### src/rtl/reg14_reader.sv
// First-word-fall-through circular buffer with registered read data and an occupancy count.
// Define REG14_READER_OVF_EN to build the sticky overflow flag for dropped writes.
module reg14_reader #(
   parameter int unsigned DEPTH = 4,
   parameter int unsigned W     = 14
) (
   input  logic                     Clk,
   input  logic                     Rst,
   input  logic [W-1:0]             a,
   input  logic                     enable,
   output logic [W-1:0]             o,
   output logic                     ovalid,
   input  logic                     oready,
   output logic [$clog2(DEPTH):0]   count,
   output logic                     full,
   output logic                     ovf
);

   localparam int unsigned AW = $clog2(DEPTH);
   localparam int unsigned CW = AW + 1;

   logic [W-1:0]  mem_q [DEPTH];
   logic [AW-1:0] wp_q, wp_d;
   logic [AW-1:0] rp_q, rp_d;
   logic [CW-1:0] count_q, count_d;
   logic [W-1:0]  o_q, o_d;
   logic          push, pop;

   assign ovalid = (count_q != '0);
   assign full   = (count_q == CW'(DEPTH));
   assign count  = count_q;
   assign o      = o_q;

   always_comb begin
      pop     = ovalid && oready;
      push    = enable && (!full || pop);
      wp_d    = wp_q;
      rp_d    = rp_q;
      count_d = count_q;
      o_d     = o_q;
      if (push) wp_d = wp_q + AW'(1);
      if (pop)  rp_d = rp_q + AW'(1);
      case ({push, pop})
         2'b10:   count_d = count_q + CW'(1);
         2'b01:   count_d = count_q - CW'(1);
         default: count_d = count_q;
      endcase
      // New head is the word being written only when it lands where rp will point
      if (count_d != '0)
         o_d = (push && (wp_q == rp_d)) ? a : mem_q[rp_d];
   end

   always_ff @(posedge Clk or negedge Rst) begin
      if (!Rst) begin
         wp_q    <= '0;
         rp_q    <= '0;
         count_q <= '0;
         o_q     <= W'(1);
      end else begin
         wp_q    <= wp_d;
         rp_q    <= rp_d;
         count_q <= count_d;
         o_q     <= o_d;
      end
   end

   always_ff @(posedge Clk) begin
      if (push) mem_q[wp_q] <= a;
   end

`ifdef REG14_READER_OVF_EN
   logic ovf_q, ovf_d;

   always_comb begin
      ovf_d = ovf_q | (enable && full && !pop);
   end

   always_ff @(posedge Clk or negedge Rst) begin
      if (!Rst) ovf_q <= 1'b0;
      else      ovf_q <= ovf_d;
   end

   assign ovf = ovf_q;
`else
   assign ovf = 1'b0;
`endif

endmodule

### config.mk
export PLATFORM = sky130hd
export DESIGN_NAME = reg14_reader
export DESIGN_NICKNAME = d
export VERILOG_FILES = /design/src/rtl/reg14_reader.sv
export SDC_FILE = /design/constraint.sdc
export NUM_CORES = 1
export LEC_CHECK = 0
export BUFFER_PORTS_ARGS = -buffer_cell sky130_fd_sc_hd__buf_4
export CORE_ASPECT_RATIO = 0.75
export CORE_MARGIN = 1
export CORE_UTILIZATION = 40
export CTS_CLUSTER_DIAMETER = 150
export CTS_CLUSTER_SIZE = 10
export DETAILED_ROUTE_END_ITERATION = 7
export GPL_TIMING_DRIVEN = 1
export PLACE_DENSITY = 0.61
export SETUP_SLACK_MARGIN = 0.05
export SLEW_MARGIN = 15
export SYNTH_ARGS = -nofsm -noshare
export SYNTH_HDL_FRONTEND = slang
export SYNTH_SLANG_ARGS = --single-unit
### constraint.sdc
create_clock -name Clk -period 3.94 [get_ports Clk]
set_input_delay 0.394 -clock Clk [delete_from_list [all_inputs] [get_ports Clk]]
set_output_delay 0.394 -clock Clk [all_outputs]
set_load 0.005 [all_outputs]
# Word level (Yosys, flattened, before mapping)
# Memory sizes are Yosys's and may differ from the RTL's. A register that Yosys moved wholly into a read port is not among the register bits.
# Cells that the tools add are included.
# op_classes
add_sub_neg	4
eq_ne	3
n_mux	4
n_reduce_logical	7
# ops
op	count
case mux 3 bit (2 select lines)	1
nonzero test 3 bit	2
adder 2 x 1 -> 2 bit, second input constant	2
adder 3 x 1 -> 3 bit, second input constant	1
equality test 3 bit, second input constant	1
subtractor 3 x 1 -> 3 bit, second input constant	1
equality test 2 x 1 -> 1 bit, second input constant	1
equality test 2 bit, second input constant	1
logical AND 1 bit	2
logical NOT 1 bit	2
2-to-1 mux 1 bit	2
2-to-1 mux 2 bit	1
logical OR 1 bit	1
# word_totals
register_bits	7
ram_bits	56
in_bits	18
out_inout_bits	20
wordCells	22
mem_count	1
# mem_list
memory	words	word_bits	rd	rd_clocked_by_memory_dff	wr	line_no	rtl
mem_q	4	14	1	1	1	22	logic [W-1:0] mem_q [DEPTH];

# Depth between registers and ports, before layout
# depth
ltp_word	7
mapped_depth	10
ltp_nobuf	8

# Worst setup path before layout
# OpenSTA, ideal clock, no wires.
# synth_path
path_kind	input port to flip-flop
from	input port oready
to	register o_q[10] (netlist: o[10]) (read register of mem_q)
setup_ns	0.125
arrival_time_ns	2.504
required_ns	3.815
setup_slack_ns	1.311
stages	10
path_buffers	2
cell_sequence	buf_2 -> nor2b_1 -> nand2_1 -> fa_1 -> o21bai_1 -> a31oi_1 -> o21a_1 -> nor3_2 -> buf_2 -> mux2_2
# synth_between
elab_chain_cells	6
word_cells_on_any_way	8
cone_classes	eq/ne: 2; mux: 2; reduce/logical: 4
# synth_rtl
element	line_no	rtl
start, declared	13	input logic oready,
logical AND 1 bit (*)	35	pop = ovalid && oready;
logical OR 1 bit	36	push = enable && (!full || pop);
logical AND 1 bit	36	
equality test 2 x 1 -> 1 bit or equality test 2 bit (tied branches)	43	case ({push, pop})
case mux 3 bit (2 select lines) (*)	43	
via count_d[1]	25	logic [CW-1:0] count_q, count_d;
nonzero test 3 bit (*)	49	if (count_d != '0)
end, declared	26	logic [W-1:0] o_q, o_d;
# The timed path passes the listed nets; every way through them passes the cells marked *.
# A chain may end at the register's enable or synchronous reset.

# Worst setup path in the final report
# layout_path
from	register count_q[2] (netlist: count[2])
to	register o_q[9] (netlist: o[9]) (read register of mem_q)
# layout_between
elab_chain_cells	7
word_cells_on_any_way	13
cone_classes	add/sub: 2; eq/ne: 3; mux: 2; reduce/logical: 6
# layout_rtl
element	line_no	rtl
start, declared	25	
start signal, assigned	62	count_q <= count_d;
equality test 3 bit or nonzero test 3 bit (tied branches)	30, 29	
logical NOT 1 bit or logical AND 1 bit (tied branches)	36, 35	
logical OR 1 bit	36	
logical AND 1 bit	36	
equality test 2 x 1 -> 1 bit or equality test 2 bit (tied branches)	43	
case mux 3 bit (2 select lines) (*)	43	
via count_d[2]	25	
nonzero test 3 bit (*)	49	
# Marked as above.

==> metrics.txt <==
status finished clean; via count around 2.8k; detail-routed via count per cell between 5 and 6; First-pass DRT Iterations 6; Unique masters post-synth between 40 and 50; Max Cap Violations 0; WHS 0.269 ns; Iteration-0 DRC Markers between 200 and 300; Finished Core Util around half; Die H 89.9 um; reg2reg end o[9]$_DFFE_PN0P_; io pins 38; Clk Latency, worst-skew pair ~0.34 ns; Post-Synthesis Cells 350; final instance area 0.00476 mm2; hold endpoint mem_q[0][4]$_DFFE_PP_; Syn Nets about 370; RePlAce Congestion approximately 0.73; Clock Tree Buf Depth 2; mean area per synthesized cell around 12 um2; GRT Util Overall ~18%; Fillers 900; Hold/Removal Path Class in -> reg; placed cell area 0.00444 mm2; number of nets in the layout 391; Root Driver clkbuf_16; Least-Margin Pin Slew a little under 0.9 ns; Comb pwr share a little under half; Slew headroom between 40% and 50%; CTS Buf Count 9; H-tree levels 3; DRC viols 0; die width roughly 120 um; Post-synth ARST share approximately 27%; hold path startpoint a[4]; Sw Ratio 36.0%; #FFs+latches synth 77; CP Capture Type register; Area Growth Syn to Fin 15.6%; Place WS 1.26 ns; Ys Warns 0; worst-case reg-to-reg path depth 9; WP data required between 4 and 5 ns; setup slack, reg-to-reg approximately 1.3 ns; clk_skew about 0.0062 ns; Tcrit/Tclk final between 60% and 70%; hold path cells 1; layout cells sized above 1 between 20 and 25%; Reg power frac 32.6%; die area ~0.011 mm2; P per Cell Area around 820 mW/mm2; total power 3.92 mW; Placed Cells 488; final WL slightly below 9 mm; RSZ-0062 raised after global routing false; Worst EP arrival 2.88 ns; CTS tree yes; Core ar. slightly below 0.01 mm2; Post-synth EDFFs 56; RR Startpoint count[2]$_DFF_PN0_; register area share after synthesis around 54%; CTS sink count 77; final hold vios 0; setup ws final ~1.3 ns; Initial Util about two fifths; Setup violations, final 0; number of diodes 0; number of port buffers 36; sw power 1.41 mW; postcts setup bufs 0; post-route ant nets 0; maximum number of pins on one net before global-route repair just over 80; share of total power in the clock network between 20 and 25%; first-pass GRT wire length 14.1 mm; fin crit period ~2.7 ns; most common cell after layout, fill and taps aside edfxtp_1; routed len/inst 17.5 um; setup TNS 0 ns; Post-Syn Area between 0.004 and 0.005 mm2; Internal approximately 2.5 mW; Leakage ~1.7 nW; Worst-path clk slew 0.06 ns; CP Launch Type register; DP HPWL between 5 and 6 mm; vias in the first global route approximately 2.7k; most frequent cells in the layout edfxtp_1, buf_4, mux2i_1, nand3_1, nor3b_1; number of antenna violations at the first check in global routing 0; top_reg_cell synth edfxtp_1; VDD IR max 0.000382 V; Cell Rows 31; fin cells 505; grt total ovfl 0; Crit Path Category reg -> reg; fmax ~0.38 GHz; crit-path max FO 14; Slew Limit Fails 0
## cells by family after synthesis
logic type	share of synthesized area (%)
other cells	0.0910
buf+inv	4.70
compound gates	8.68
fa+ha+maj	1.70
mux	10.9
simple gates	19.1
xor+xnor	1.27
flops	53.6
## power groups by stage
stage	registers [mW]	clock network [mW]	logic (mW)
CTS	1.28	0.892	1.79
finish	1.28	0.872	1.77
floorplan	1.23	0	1.39
global route	1.31	0.917	1.95
global placement	1.29	0	1.75
detailed placement	1.30	0	1.78
## flip-flops by register name, indices dropped and copies added (netlist names)
register,count
o,14
rp_q,2
count,3
wp_q,2
mem_q,56
## critical path, cell delays in order, from the launching register on
cell      delay, ns
dfrtp_1        0.57
or3_1          0.19
nand2_1        0.07
fa_1           0.39
nand2b_1       0.18
o211ai_1       0.17
o311ai_1       0.18
nor3_2         0.14
buf_4          0.28
mux2_2         0.37
## how the worst max path moves through the flow
stage	startpoint	depth (start not counted)	slack, ns	end
finish	count[2]$_DFF_PN0_	9	1.28	o[9]$_DFFE_PN0P_
global route	count[2]$_DFF_PN0_	9	1.12	o[8]$_DFFE_PN0P_
CTS	count[2]$_DFF_PN0_	3	1.26	mem_q[3][8]$_DFFE_PP_
detailed placement	oready	10	1.26	o[10]$_DFFE_PN0P_
global placement	oready	10	1.32	o[10]$_DFFE_PN0P_
floorplan	oready	10	1.31	o[10]$_DFFE_PN0P_
## Yosys cell counts (all sizes together) (2+ instances only)
| library cell | number | area share, % |
|---|---|---|
| edfxtp | 56 | 41 |
| mux2i | 29 | 7.0 |
| nand3 | 29 | 3.5 |
| nor3b | 28 | 5.1 |
| nor3 | 27 | 3.4 |
| clkbuf | 22 | 2.0 |
| dfrtp | 20 | 12 |
| nand2 | 18 | 1.6 |
| nand3b | 15 | 2.7 |
| o21a | 15 | 2.7 |
| buf | 14 | 2.2 |
| mux2 | 14 | 3.8 |
| o32ai | 14 | 3.0 |
| inv | 5 | 0.46 |
| and2 | 4 | 0.61 |
| ha | 4 | 1.2 |
| xnor2 | 4 | 0.85 |
| or3 | 3 | 0.46 |
| a21oi | 2 | 0.24 |
| nor2 | 2 | 0.18 |
| o21ai | 2 | 0.24 |
| o21bai | 2 | 0.36 |
| or4 | 2 | 0.46 |
| xor2 | 2 | 0.42 |
## what timing repair did
action,4_1_cts,5_1_grt
gates resized for setup,0,0
hold buffers,1,0
hold endpoints to repair,20,0
## layout make-up
type | instances | area, um2 | area share (%)
clock buffers | 9 | 225 | 4.73
clock inverters | 7 | 90.1 | 1.89
inverters | 5 | 18.8 | 0.394
multi-input cells | 232 | 1730 | 36.3
flip-flops and latches | 77 | 2210 | 46.4
well taps | 132 | 165 | 3.47
repair buffers | 43 | 325 | 6.83
## layer usage
metal	up-vias	global-route usage [%]	wire length, um
met5	-	0	0
met1	1377	23.8	4120
met4	0	6.43	106
li1	1354	-	-
met3	8	4.76	485
met2	78	26.7	4140
Note: power is estimated with default switching activity, not from simulation.
